File: src/rtl/instruction_fetch_unit.sv
// Instruction fetch stage of the 16-bit RISC datapath.
// Owns the PC, addresses the combinational instruction ROM, and fills the
// IF/ID register. Handles stall, flush, branch/jump redirects and halts
// when the next PC would leave the program image or become misaligned.
module instruction_fetch_unit #(
    parameter logic [15:0] RESET_PC   = 16'h0000,
    parameter int          IMEM_WORDS = 16,
    parameter logic [15:0] NOP_INSTR  = 16'h0000
) (
    input  logic        clk,
    input  logic        rst,
    input  logic        stall,
    input  logic        flush,
    input  logic        branch_taken,
    input  logic [5:0]  branch_offset,
    input  logic [15:0] branch_pc_plus2,
    input  logic        jump,
    input  logic [12:0] jump_target,
    output logic [15:0] imem_pc,
    input  logic [15:0] imem_instr,
    output logic [15:0] ifid_instr,
    output logic [15:0] ifid_pc_plus2,
    output logic        ifid_valid,
    output logic        halted
);

    // Highest PC that still holds an instruction.
    localparam logic [15:0] LAST_PC = 16'(2 * IMEM_WORDS - 2);

    typedef enum logic [1:0] {
        BOOT = 2'd0,
        RUN  = 2'd1,
        HALT = 2'd2
    } state_t;

    state_t      state_q, state_d;
    logic [15:0] pc_q, pc_d;
    logic [15:0] instr_q, instr_d;
    logic [15:0] pp2_q, pp2_d;
    logic        valid_q, valid_d;
    logic        halted_q, halted_d;

    logic [15:0] seq_pc, br_pc, jmp_pc, target_pc;
    logic        load, bubble, capture, out_of_range;

    // Candidate next-PC values; all arithmetic wraps at 16 bits.
    assign seq_pc = pc_q + 16'd2;
    assign br_pc  = branch_pc_plus2 + {{9{branch_offset[5]}}, branch_offset, 1'b0};
    assign jmp_pc = {branch_pc_plus2[15:14], jump_target, 1'b0};

    // Next-state logic: redirect priority, range check and IF/ID update.
    always_comb begin
        state_d      = state_q;
        pc_d         = pc_q;
        instr_d      = instr_q;
        pp2_d        = pp2_q;
        valid_d      = valid_q;
        halted_d     = halted_q;
        target_pc    = seq_pc;
        load         = 1'b0;
        bubble       = 1'b0;
        capture      = 1'b0;
        out_of_range = 1'b0;

        case (state_q)
            BOOT: begin
                // Settle cycle for the ROM: nothing fetched, PC untouched.
                state_d = RUN;
            end
            RUN: begin
                if (jump) begin
                    target_pc = jmp_pc;
                    load      = 1'b1;
                    bubble    = 1'b1;
                end else if (branch_taken) begin
                    target_pc = br_pc;
                    load      = 1'b1;
                    bubble    = 1'b1;
                end else if (flush) begin
                    load   = !stall;
                    bubble = 1'b1;
                end else if (!stall) begin
                    load    = 1'b1;
                    capture = 1'b1;
                end

                out_of_range = (target_pc > LAST_PC) || target_pc[0];

                // An illegal next PC stops fetch; the current fetch still lands.
                if (load && out_of_range) begin
                    state_d = HALT;
                end else if (load) begin
                    pc_d = target_pc;
                end

                if (bubble) begin
                    instr_d = NOP_INSTR;
                    valid_d = 1'b0;
                end else if (capture) begin
                    instr_d = imem_instr;
                    pp2_d   = seq_pc;
                    valid_d = 1'b1;
                end
            end
            HALT: begin
                instr_d  = NOP_INSTR;
                valid_d  = 1'b0;
                halted_d = 1'b1;
            end
            default: begin
                state_d = BOOT;
            end
        endcase
    end

    // State and registered outputs; reset overrides every other input.
    always_ff @(posedge clk) begin
        if (rst) begin
            state_q  <= BOOT;
            pc_q     <= RESET_PC;
            instr_q  <= NOP_INSTR;
            pp2_q    <= 16'h0000;
            valid_q  <= 1'b0;
            halted_q <= 1'b0;
        end else begin
            state_q  <= state_d;
            pc_q     <= pc_d;
            instr_q  <= instr_d;
            pp2_q    <= pp2_d;
            valid_q  <= valid_d;
            halted_q <= halted_d;
        end
    end

    assign imem_pc       = pc_q;
    assign ifid_instr    = instr_q;
    assign ifid_pc_plus2 = pp2_q;
    assign ifid_valid    = valid_q;
    assign halted        = halted_q;

endmodule

File: config.mk
export PLATFORM = sky130hd
export DESIGN_NAME = instruction_fetch_unit
export DESIGN_NICKNAME = d
export VERILOG_FILES = /design/src/rtl/instruction_fetch_unit.sv
export SDC_FILE = /design/constraint.sdc
export NUM_CORES = 1
export LEC_CHECK = 0
export ABC_AREA = 1
export CORE_MARGIN = 2
export CORE_UTILIZATION = 35
export DETAILED_ROUTE_END_ITERATION = 12
export GPL_ROUTABILITY_DRIVEN = 0
export MAX_ROUTING_LAYER = met4
export PLACE_DENSITY = 0.6
export SLEW_MARGIN = 40
export SYNTH_ARGS = -nofsm -noshare
export SYNTH_HDL_FRONTEND = slang
export SYNTH_SLANG_ARGS = --single-unit
File: constraint.sdc
create_clock -name clk -period 4.68 [get_ports clk]
set_clock_uncertainty 0.15 [all_clocks]
set_input_delay 0.468 -clock clk [delete_from_list [all_inputs] [get_ports clk]]
set_output_delay 0.468 -clock clk [all_outputs]
set_load 0.01 [all_outputs]
==> flow_metrics.py, run 1 <==
metrics = {
    "synthesis": {
        "async_flop_share_pct": 0,
        "syn-cell-area_sq_um": 3392,
        "postSynthAreaPerCell_sq_um": 6.281,
        "netlist_top_cells_count": "158 x nand2_1, 75 x inv_1, 59 x nand3_1",
        "seq_area_frac_synth_pct": 30.69,
        "yosysTopAreaCell": "dfxtp_1",
        "synthCells": 540,
        "yosysWarnings": 0,
        "synthFlopType": "dfxtp_1",
        "syn-num-nets": 613,
        "synth_top_area_share_pct": 30.69,
        "yosysMostFrequentCell": "nand2_1",
        "ys_types": 35,
        "yosys_register_bits": 52,
        "synthTopCellsByArea": "dfxtp_1 31%, nand2_1 17%, nand3_1 8.7%",
        "synth_edf_count": 0,
    },
    "timing": {
        "rsz0062_at_grt": "no",
        "max_slew_margin_pct": 51.17,
        "max_freq_mhz": 311.6,
        "setup_tns_ps": 0,
        "finalCritPeriodShare_pct": 68.58,
        "finalCriticalPeriod_ps": 3209,
        "finalMaxSlewViolations": 0,
        "hold_viol_final": 0,
        "worst-slew-pin-transition_ps": 731.7,
        "setup_violations": 0,
    },
    "power": {
        "powerDensity_nw_per_um2": 216.7,
        "ir_drop_mv": 0.1975,
        "power.total_mw": 1.013,
        "leakagePower_nw": 2.045,
    },
    "clocking": {
        "clk_pin_slew_ps": 100,
        "cts_root_buf": "clkbuf_8",
        "hold_buffers": 0,
        "cts_resized": 0,
        "ctsHtreeMaxLevel": 2,
        "clkSinkCount": 52,
        "cts_buffer_depth": 2,
        "cts_inserted_buffers": 5,
        "insertion_delay_ps": 310,
        "post_cts_buffers": 0,
        "tritoncts": "yes",
    },
    "die": {
        "die_h_um": 102.4,
        "die_x_um": 102.4,
        "io_pins": 107,
        "num_rows": 35,
        "start_util_pct": 36.36,
        "die-area_sq_um": 10500,
        "core-area_sq_um": 9328,
    },
    "min_path": {
        "hp-start": "ifid_instr[14]",
        "holdPathStages": 2,
        "hold_class": "reg -> reg",
    },
    "global_route": {
        "track_usage_pct": 20.22,
        "antenna_found_initial": 0,
        "grt_max_degree": 43,
        "grt_overflow_total": 0,
        "grt_pass1_wl_um": 16190,
        "grt_pass1_vias": 3418,
        "grtUsageMet2_pct": 33.99,
        "met3_usage_pct": 3.352,
        "grtUsageMet1_pct": 25.68,
        "grt-busiest-layer": "met2",
    },
    "route": {
        "drtIter0Drc": 152,
        "drc": 0,
        "wirelength_um": 10230,
        "wl_per_cell_um": 13.25,
        "antenna_left": 0,
        "vias": 3727,
        "vias_per_cell": 4.828,
        "dr.pass1.iters": 5,
    },
    "critical_path": {
        "r2r-start": "state_q[0]",
        "cp.arrival_ps": 3270,
        "worstPathRequired_ps": 4740,
        "ff2ff_path_depth": 12,
        "crit_fanout": 42,
        "cp-startpoint": "jump",
        "crit_path_start_kind": "input port",
        "worstSetupPathType": "in -> reg",
        "endpoint_kind": "register",
    },
    "placed_design": {
        "port-buffer-count": 106,
        "hpwl_um": 8056,
    },
    "cells_and_area": {
        "area_delta_synth_final_pct": 37.77,
        "n_fill_cell": 958,
        "fin_nets": 715,
        "diodes": 0,
        "fin_util_pct": 50.10,
        "drive_above_1_share_pct": 5.599,
    },
    "flow_run": {
        "cap_violations": 0,
    },
    "status": {
        "status": "finished, final reports clean",
    },
}
==> power breakdown <==
| part | switching, mW | internal, mW | total (mW) |
|---|---|---|---|
| sequential | 0.00753 | 0.456 | 0.463 |
| combinational | 0.153 | 0.123 | 0.276 |
| clock | 0.164 | 0.110 | 0.274 |
==> layout make-up <==
| cell class | instances | area [sq um] | share of cell area (%) |
|---|---|---|---|
| Clock buffer | 5 | 68.82 | 1.473 |
| Clock inverter | 3 | 27.53 | 0.5890 |
| Inverter | 81 | 304.0 | 6.506 |
| Multi-Input combinational cell | 393 | 1987 | 42.52 |
| Sequential cell | 52 | 1041 | 22.28 |
| Tap cell | 129 | 161.4 | 3.454 |
| Timing Repair Buffer | 109 | 1084 | 23.19 |
==> registers in the layout, indices dropped and copies added (netlist names) <==
signal and flops:
state_q 2, ifid_valid 1, imem_pc 16, halted 1, ifid_instr 16, ifid_pc_plus2 16
==> metrics by stage <==
step | setup slack [ps] | hold slack (ps) | cells | cell area, sq um
after floorplan | 2121 | 308.3 | 540 | 3392
after global placement | 1180 | 301.9 | 764 | 4574
after detailed placement | 1103 | 304.8 | 764 | 4577
after CTS | 1424 | 321.6 | 772 | 4673
after global routing | 1189 | 339.9 | 772 | 4673
final | 1471 | 319.1 | 772 | 4673
==> worst max-delay path: stages <==
cell,delay [ps]
clkdlybuf4s50_1,390
buf_4,200
nor2_2,470
nand2_1,200
nand2_1,180
inv_2,90
nor2_2,90
buf_4,230
inv_2,50
nand3_2,190
inv_2,320
nor2_1,180
nor2_1,50
o21ai_1,80
inv_1,50
==> final timing paths <==
| path | to | slack [ps] |
|---|---|---|
| max | ifid_pc_plus2[13] | 1470 |
| max reg2reg | ifid_pc_plus2[14] | 2080 |
| min reg2reg | ifid_instr[14] | 320 |
| min | ifid_instr[14] | 320 |
==> kinds of logic after synthesis <==
group	count (synthesis)	share of synthesized area, %
buffers and inverters	95	10.81
DFF	52	30.69
adders and majority gates	16	6.123
xor gates and xnor gates	3	0.7748
and+or+nand+nor	307	40.61
AOI/OAI and AO/OA	67	10.99
==> per-layer routing <==
layer / part of all wire [%] / wire length, um / vias to the layer above
met5: 0 / 0 / -
met3: 5.6 / 574 / 9
met4: 1.1 / 109 / 0
met2: 47 / 4785 / 105
li1: - / - / 1934
met1: 47 / 4757 / 1679
==> layout by cell type, fill, tap and decap left out, types with 4 or more instances in the layout <==
cell type | synthesis | layout
a21oi_1 | 35 | 35
clkbuf_8 | 0 | 5
clkdlybuf4s50_1 | 0 | 106
dfxtp_1 | 52 | 52
ha_1 | 15 | 15
inv_1 | 75 | 75
inv_2 | 6 | 6
nand2_1 | 158 | 158
nand3_1 | 59 | 59
nand3b_1 | 4 | 4
nand4_1 | 8 | 8
nor2_1 | 51 | 50
nor2_2 | 6 | 7
nor2_4 | 4 | 4
nor3_1 | 9 | 9
o211ai_1 | 5 | 5
o21ai_0 | 11 | 11
o21ai_1 | 5 | 5
(Power assumes the default switching activity.)
==> run 2, diff against run 1 <==
clock period = 3.3 ns   (was 4.68 ns; I/O delays follow)
==> run 2 against run 1 <==
Clock-buffer cell count unchanged. First-iteration DRC count rose by 5.9%. Critical path depth grew 3. Global-route usage shrank 0.35 points. Via count decreased by 1.2%. Utilization increased by 0.42 points. Register-to-register slack worse by 1300 ps. Hold slack worse by 1.5 ps. Power rose by 48%. Design area grew 0.83%. Wire length is 1.8% lower. Sequential power grew 42%.
==> flow_metrics.py, run 2 (same netlist as run 1, synthesis figures left out) <==
metrics = {
    "global_route": {
        "track_usage_pct": 19.87,
        "grt_overflow_total": 0,
        "grt_pass1_vias": 3337,
        "antenna_found_initial": 0,
        "grt_max_degree": 43,
        "grt_pass1_wl_um": 15940,
    },
    "min_path": {
        "hp-start": "ifid_instr[5]",
        "holdPathStages": 2,
        "hold_class": "reg -> reg",
        "whs_endpoint": "ifid_instr[5]",
    },
    "status": {
        "status": "finished, final reports clean",
    },
    "power": {
        "powerDensity_nw_per_um2": 319.0,
        "ir_drop_mv": 0.2178,
        "clkPwrFrac_pct": 30.2,
        "power.share.combinational_pct": 26.2,
        "p_int_mw": 1.051,
        "leakagePower_nw": 2.069,
        "power_switching_mw": 0.4517,
        "swShare_pct": 30.05,
        "seq_power_share_pct": 43.6,
    },
    "die": {
        "io_pins": 107,
        "num_rows": 35,
        "die_x_um": 102.4,
        "core-area_sq_um": 9328,
        "start_util_pct": 36.36,
        "die-area_sq_um": 10500,
        "die_h_um": 102.4,
    },
    "critical_path": {
        "endpoint_kind": "register",
        "worstSetupPathType": "in -> reg",
        "cp.arrival_ps": 2950,
        "crit_path_start_kind": "input port",
        "r2r-start": "imem_pc[1]",
        "ff2ff_path_depth": 15,
        "crit_fanout": 7,
        "r2r-end": "imem_pc[1]",
        "worstPathRequired_ps": 3360,
        "r2r_slack_ps": 740,
    },
    "cells_and_area": {
        "drive_above_1_share_pct": 5.882,
        "multi_input_area_sq_um": 1984,
        "final_common_cell": "nand2_1",
        "fin_nets": 718,
        "diodes": 0,
        "final_cell_mix": "158 x nand2_1, 106 x clkdlybuf4s50_1, 75 x inv_1, 59 x nand3_1, 52 x dfxtp_1",
        "seq_area_sq_um": 1041,
        "n_fill_cell": 971,
        "area_delta_synth_final_pct": 38.92,
        "fin_util_pct": 50.52,
    },
    "clocking": {
        "tritoncts": "yes",
        "ctsHtreeMaxLevel": 2,
        "insertion_delay_ps": 310,
        "cts_resized": 0,
        "post_cts_buffers": 0,
        "clk_pin_slew_ps": 100,
        "hold_buffers": 0,
        "cts_inserted_buffers": 5,
        "cts_buffer_depth": 2,
        "clkSinkCount": 52,
        "cts_root_buf": "clkbuf_8",
    },
    "timing": {
        "max_slew_margin_pct": 46.50,
        "hold_viol_final": 0,
        "max_freq_mhz": 346.2,
        "finalMaxSlewViolations": 0,
        "finalCriticalPeriod_ps": 2889,
        "rsz0062_at_grt": "no",
        "worst-slew-pin-transition_ps": 801.6,
        "setup_violations": 0,
        "finalCritPeriodShare_pct": 87.54,
        "setup_tns_ps": 0,
    },
    "route": {
        "vias_per_cell": 4.750,
        "dr.pass1.iters": 4,
        "wl_per_cell_um": 12.95,
        "drc": 0,
        "wirelength_um": 10040,
        "antenna_left": 0,
        "drtIter0Drc": 161,
        "vias": 3681,
    },
    "placed_design": {
        "hpwl_um": 8121,
        "port-buffer-count": 106,
    },
    "flow_run": {
        "cap_violations": 0,
    },
}
-- run 2: power by group through the flow --
| stage | clock, mW | combinational, mW | sequential [mW] |
|---|---|---|---|
| 2_1_floorplan | 0 | 0.221 | 0.677 |
| 3_3_place_gp | 0 | 0.391 | 0.670 |
| 3_5_place_dp | 0 | 0.392 | 0.670 |
| 4_1_cts | 0.465 | 0.394 | 0.656 |
| 5_1_grt | 0.497 | 0.439 | 0.658 |
| 6_report | 0.454 | 0.394 | 0.656 |
-- run 2: per-stage QoR --
step / cells / hold slack, ps / power [mW] / worst slack [ps] / cell area [sq um]
2_1_floorplan: 540 / 308.3 / 0.8985 / 878.6 / 3392
3_3_place_gp: 767 / 301.3 / 1.061 / 187.3 / 4597
3_5_place_dp: 767 / 306.1 / 1.063 / 137.1 / 4597
4_1_cts: 775 / 322.1 / 1.515 / 472.9 / 4712
5_1_grt: 775 / 343.1 / 1.595 / 191.8 / 4712
6_report: 775 / 317.6 / 1.503 / 411.3 / 4712
-- run 2: cell type report --
type | instances | area share [%]
multi-input combinational | 393 | 42.11
timing repair buffer | 112 | 23.47
sequential | 52 | 22.09
inverter | 81 | 6.452
tap | 129 | 3.425
clock buffer | 5 | 1.460
clock inverter | 3 | 0.9825
-- run 2: critical path: stages --
cell             delay (ps)
clkdlybuf4s50_1         460
ha_1                    160
inv_1                    50
fa_1                    370
inv_1                   100
nand2_1                  70
nand2_1                 120
nand3_1                 130
nand2_1                 110
nand3_1                 110
nand3_1                 110
nand2_1                  50
o21ai_1                 310
inv_1                   140
nand3_4                 130
nor2_4                   60
nor2_1                   90
nor2_1                   50
-- run 2: per-layer routing --
metal | global-route usage, % | vias to the layer above | wire length [um]
li1 | - | 1941 | -
met1 | 26.97 | 1630 | 4827
met2 | 31.67 | 100 | 4581
met3 | 2.873 | 10 | 531
met4 | 3.795 | 0 | 99
met5 | - | - | 0
-- run 2: worst max path at each step --
stage                           from          to  slack, ps  cells after the start
floorplan           branch_offset[0]  imem_pc[4]        880                     18
global placement    branch_offset[0]  imem_pc[4]        190                     18
finish              branch_offset[0]  imem_pc[3]        410                     18
CTS                 branch_offset[0]  imem_pc[3]        470                     18
global route        branch_offset[0]  imem_pc[3]        190                     18
detailed placement  branch_offset[0]  imem_pc[3]        140                     18
==> run 3, diff against run 2 <==
SLEW_MARGIN = default   (was 40)
==> results of run 3 <==
Final layout, timing and power as in run 2 (identical DEF).
